[src/rtl/u_lsu.sv]
// Load/store sequencer for the core's data SRAM port: one LD/ST at a time,
// byte-lane strobes and replicated write data out, extended load data back.

module u_lsu_lane #(
  parameter int LANE = 0
) (
  input  logic [1:0] size,
  input  logic [1:0] off,
  input  logic [7:0] b_byte,
  input  logic [7:0] b_half,
  input  logic [7:0] b_word,
  output logic       stb,
  output logic [7:0] wbyte
);
  localparam logic [1:0] LID = 2'(LANE);

  always_comb begin
    stb   = 1'b0;
    wbyte = b_word;
    case (size)
      2'b00: begin
        stb   = (off == LID);
        wbyte = b_byte;
      end
      2'b01: begin
        stb   = (off[1] == LID[1]);
        wbyte = b_half;
      end
      default: stb = 1'b1;
    endcase
  end
endmodule

module u_lsu (
  input  logic        clk,
  input  logic        rstn,
  input  logic        req_v,
  input  logic        req_ld,
  input  logic [2:0]  req_f3,
  input  logic [31:0] req_addr,
  input  logic [31:0] req_wd,
  output logic        req_rdy,
  output logic        rsp_v,
  output logic [31:0] rsp_rd,
  output logic        rsp_err,
  output logic [15:0] dat_a,
  output logic [3:0]  dat_we,
  output logic [31:0] dat_wd,
  output logic [3:0]  dat_re,
  input  logic [31:0] dat_rd
);
  localparam int NUM_LANES = 4;
  localparam int VEC_W     = 8;

  typedef enum logic [1:0] {IDLE, ACC, DATA, RSP} state_t;

  state_t      state, state_n;
  logic        ld_q;
  logic [2:0]  f3_q;
  logic [17:0] addr_q;
  logic [31:0] wd_q;

  logic                              accept, req_err, illegal, misal;
  logic [NUM_LANES-1:0]              stb;
  logic [NUM_LANES-1:0][VEC_W-1:0]   lane_wd;
  logic [7:0]                        ld_byte;
  logic [15:0]                       ld_half;
  logic [31:0]                       ld_data;
  logic                              unused_addr;

  assign unused_addr = ^req_addr[31:18];

  assign req_rdy = (state == IDLE) || (state == RSP);
  assign rsp_v   = (state == RSP);
  assign accept  = req_v && req_rdy;

  // Request is screened on the way in so errors never touch the SRAM.
  assign illegal = req_ld ? ((req_f3 == 3'b011) || (req_f3[2:1] == 2'b11))
                          : (req_f3 >= 3'b011);
  assign misal   = ((req_f3[1:0] == 2'b01) && req_addr[0]) ||
                   ((req_f3[1:0] == 2'b10) && (req_addr[1:0] != 2'b00));
  assign req_err = illegal || misal;

  for (genvar i = 0; i < NUM_LANES; i++) begin : g_lane
    u_lsu_lane #(.LANE(i)) u_lane (
      .size   (f3_q[1:0]),
      .off    (addr_q[1:0]),
      .b_byte (wd_q[7:0]),
      .b_half (wd_q[8*(i%2) +: 8]),
      .b_word (wd_q[8*i +: 8]),
      .stb    (stb[i]),
      .wbyte  (lane_wd[i])
    );
  end

  assign dat_a  = addr_q[17:2];
  assign dat_wd = lane_wd;
  assign dat_we = (state == ACC && !ld_q) ? stb : 4'b0000;
  assign dat_re = (state == ACC &&  ld_q) ? stb : 4'b0000;

  always_comb begin
    ld_byte = dat_rd[7:0];
    case (addr_q[1:0])
      2'd1:    ld_byte = dat_rd[15:8];
      2'd2:    ld_byte = dat_rd[23:16];
      2'd3:    ld_byte = dat_rd[31:24];
      default: ld_byte = dat_rd[7:0];
    endcase
    ld_half = addr_q[1] ? dat_rd[31:16] : dat_rd[15:0];
    case (f3_q)
      3'b000:  ld_data = {{24{ld_byte[7]}}, ld_byte};
      3'b001:  ld_data = {{16{ld_half[15]}}, ld_half};
      3'b100:  ld_data = {24'h0, ld_byte};
      3'b101:  ld_data = {16'h0, ld_half};
      default: ld_data = dat_rd;
    endcase
  end

  always_comb begin
    state_n = state;
    case (state)
      IDLE:    if (accept) state_n = req_err ? RSP : ACC;
      ACC:     state_n = ld_q ? DATA : RSP;
      DATA:    state_n = RSP;
      RSP:     state_n = accept ? (req_err ? RSP : ACC) : IDLE;
      default: state_n = IDLE;
    endcase
  end

  always_ff @(posedge clk or negedge rstn) begin
    if (!rstn) begin
      state   <= IDLE;
      ld_q    <= 1'b0;
      f3_q    <= 3'b000;
      addr_q  <= '0;
      wd_q    <= '0;
      rsp_rd  <= '0;
      rsp_err <= 1'b0;
    end else begin
      state <= state_n;
      if (accept) begin
        ld_q    <= req_ld;
        f3_q    <= req_f3;
        addr_q  <= req_addr[17:0];
        wd_q    <= req_wd;
        rsp_err <= req_err;
        rsp_rd  <= '0;
      end else if (state == DATA) begin
        rsp_rd <= ld_data;
      end
    end
  end
endmodule

[config.mk]
export PLATFORM = sky130hd
export DESIGN_NAME = u_lsu
export DESIGN_NICKNAME = d
export VERILOG_FILES = /design/src/rtl/u_lsu.sv
export SDC_FILE = /design/constraint.sdc
export NUM_CORES = 1
export LEC_CHECK = 0
export ABC_AREA = 1
export BUFFER_PORTS_ARGS = -buffer_cell sky130_fd_sc_hd__buf_2
export CELL_PAD_IN_SITES_DETAIL_PLACEMENT = 1
export CELL_PAD_IN_SITES_GLOBAL_PLACEMENT = 1
export CORE_AREA = 2 2 122 124
export CTS_BUF_LIST = sky130_fd_sc_hd__clkbuf_8 sky130_fd_sc_hd__clkbuf_16
export CTS_CLUSTER_DIAMETER = 150
export DETAILED_ROUTE_END_ITERATION = 12
export DIE_AREA = 0 0 124 126
export PLACE_DENSITY = 0.92
export SYNTH_ARGS = -nofsm -noshare
export SYNTH_HDL_FRONTEND = slang
export SYNTH_HIERARCHICAL = 1
export SYNTH_SLANG_ARGS = --single-unit
[constraint.sdc]
create_clock -name clk -period 4.3 [get_ports clk]
set_input_delay 0.86 -clock clk [delete_from_list [all_inputs] [get_ports clk]]
set_output_delay 0.86 -clock clk [all_outputs]
set_load 0.02 [all_outputs]
==> flow_summary.yaml <==
run_status:
  status: "finished, final reports clean"
placement:
  gp_congestion: 0.8822
  port_buffers: 179
  dp_hpwl_microns: 12070
  place_ws_ns: 1.683
clock_tree:
  cts.clk_slew.worst_paths_ns: 0.06
  insertion_delay_ns: 0.35
  cts_setup_buffers: 0
  hold_buffers: 0
  cts_tree: "built"
  numCtsBuffers: 9
  clock-sinks: 89
  h-tree-depth: 3
  ctsResizeCount: 0
  clockBufferDepth: 2
  clockRootBuffer: "clkbuf_16"
power_and_ir_drop:
  finalPower_mw: 5.680
  vdd_drop_max_v: 0.0005331
  p_leak_nw: 3.643
  pwr_density_cell_nw_per_um2: 893.7
detailed_routing:
  wl_per_cell_microns: 15.67
  detail_route.wirelength_microns: 16640
  viasPerCell: 4.935
  vias: 5241
  drcViolationCount: 0
  drtPass1Iterations: 5
  detail-route-antenna-nets: 0
  drtIter0Drc: 298
logic_synthesis:
  syn-num-nets: 834
  ys_seq_area_frac: 0.4304
  ys_ff_latch: 89
  syn_area_per_cell_sq_um: 7.128
  synth_warnings: 6
  synth_area_sq_um: 5175
  syn_inst: 726
  synth.distinct_cells: 30
critical_path:
  criticalPathCategory: "reg -> out"
  crit_buf_inv: 2
  cp.required_ns: 3.44
  crit_chain: "nor2_4 -> a21oi_2 -> inv_1 -> nor2_1 -> buf_2"
  end_kind: "output port"
  critPathLaunchType: "flop"
  critPathArrivalTime_ns: 2.11
  path_max_fanout: 45
  cpLargestDelayFamily: "flip-flops"
  critPathMaxStageDelay_ns: 1.04
  cp_slowest_cell: "dfrtp_2"
timing:
  tightest_slew_ns: 1.034
  setup_ws_ns: 1.333
  finalSetupViolations: 0
  fin_setup_tns_ns: 0
  relSlewSlack: 0.3106
  hold_viol_final: 0
  grt_setup_unrepaired: "no"
  max_freq_ghz: 0.3371
  slew_violations: 0
  fin_skew_ns: 0.008497
  finalCriticalPeriod_ns: 2.967
  period_share: 0.6900
final_layout:
  final_nets: 979
  multi_input_area_sq_um: 2407
  regArea_sq_um: 2230
  syn_to_final_growth_pct: 22.82
  post-route-util: 0.4441
  drive_gt1_frac: 0.2694
  n_fill_cell: 1909
  layout_common_cells: "nand2_1, buf_2, nand3_1"
  final_common_cell: "nand2_1"
die:
  die_y_microns: 126
  die_x_microns: 124
  ios: 194
  num_rows: 44
  core-area_sq_um: 14310
  die_area_sq_um: 15620
  start_util: 0.3615
job:
  max_cap_violations: 0
grt:
  grt_max_degree: 71
  grt_overflow: 0
  gr-usage-all-layers: 0.2209
  grt_pass1_vias: 5305
  antenna_found_initial: 2
  grt_pass1_wl_microns: 27030
worst_hold_path:
  hp-class: "reg -> reg"
state kept, by name, summed over array words and instances (netlist names):
name,cells
addr_q,18
f3_q,3
ld_q,1
rsp_err,1
rsp_rd,32
state,2
wd_q,32
power by group:
group	internal (mW)	total, mW	switching, mW
registers	1.20	1.67	0.467
clock network	0.581	0.912	0.331
logic	0.986	3.10	2.11
total	2.77	5.68	2.91
cell families after synthesis:
family,after synthesis,share of synthesized area
adders and majority gates,5,0.01209
buffers and inverters,99,0.1045
DFF,89,0.4304
and+or+nand+nor,478,0.3939
AOI/OAI and AO/OA,55,0.05924
area by class of cell:
| cell class | instances | area share |
|---|---|---|
| clock buffer | 10 | 0.03760 |
| tap | 184 | 0.03622 |
| antenna | 2 | 0.0007874 |
| inverter | 48 | 0.03071 |
| clock inverter | 6 | 0.01673 |
| multi-input combinational | 538 | 0.3787 |
| sequential | 89 | 0.3508 |
| timing repair buffer | 185 | 0.1484 |
final timing paths:
check                                       start                endpoint  slack (ns)  depth (start not counted)
max                           f3_q[1]$_DFFE_PN0N_               dat_re[1]        1.33                          5
min                        rsp_rd[22]$_DFFE_PN0P_  rsp_rd[22]$_DFFE_PN0P_        0.47                          2
max reg2reg                   f3_q[1]$_DFFE_PN0N_  rsp_rd[14]$_DFFE_PN0P_        1.90                          6
min reg2reg                rsp_rd[22]$_DFFE_PN0P_  rsp_rd[22]$_DFFE_PN0P_        0.47                          2
max in group asynchronous                    rstn  rsp_rd[31]$_DFFE_PN0P_        2.78                          2
min in group asynchronous                    rstn  addr_q[15]$_DFFE_PN0N_        0.65                          1
metal layers:
layer	vias up	track usage	share of wire
met5	-	0	0
met4	0	0.08262	0.026
met3	28	0.04620	0.062
met2	172	0.3559	0.48
met1	2477	0.2913	0.44
li1	2564	-	-
synth_stat cells:
cell type  number  area [sq um]
nor3_1          1         5.000
a21oi_2         5         43.79
nand3_1        93         465.5
buf_1           2         7.510
inv_1          41         153.9
nand2_4         2         22.52
clkbuf_1       10         37.54
nor4_1          1         6.260
buf_4          17         127.6
nor2_4          5         56.30
inv_2           2         7.510
o21ai_0        30         150.1
or2_2           7         43.79
buf_6          10         112.6
ha_1            5         62.56
nand4_4         1         21.27
inv_6           1         8.760
nor2_1         36         135.1
o211ai_1        5         37.54
or2_1           1         6.260
nand4_1         2         12.51
nor2_2          1         6.260
buf_2          12         60.06
inv_4           4         25.02
nand2_2         5         31.28
and2_1          3         18.77
nand3_2         1         10.01
a21oi_1        15         75.07
dfrtp_1        89          2227
nand2_1       319          1197
per-stage QoR:
step,area [sq um],hold WS [ns],instances
global placement,6006,0.4597,1044
CTS,6351,0.4824,1060
finish,6356,0.4738,1062
floorplan,5175,0.4492,726
detailed placement,6006,0.4627,1044
global route,6356,0.5015,1062
worst register-to-register path: cells and delay by family (launching register included):
family | cells | cell delay [ns]
and+or+nand+nor | 3 | 0.40
buffers and inverters | 2 | 0.73
DFF | 1 | 1.04
AOI/OAI and AO/OA | 1 | 0.18
(Power assumes the default switching activity.)
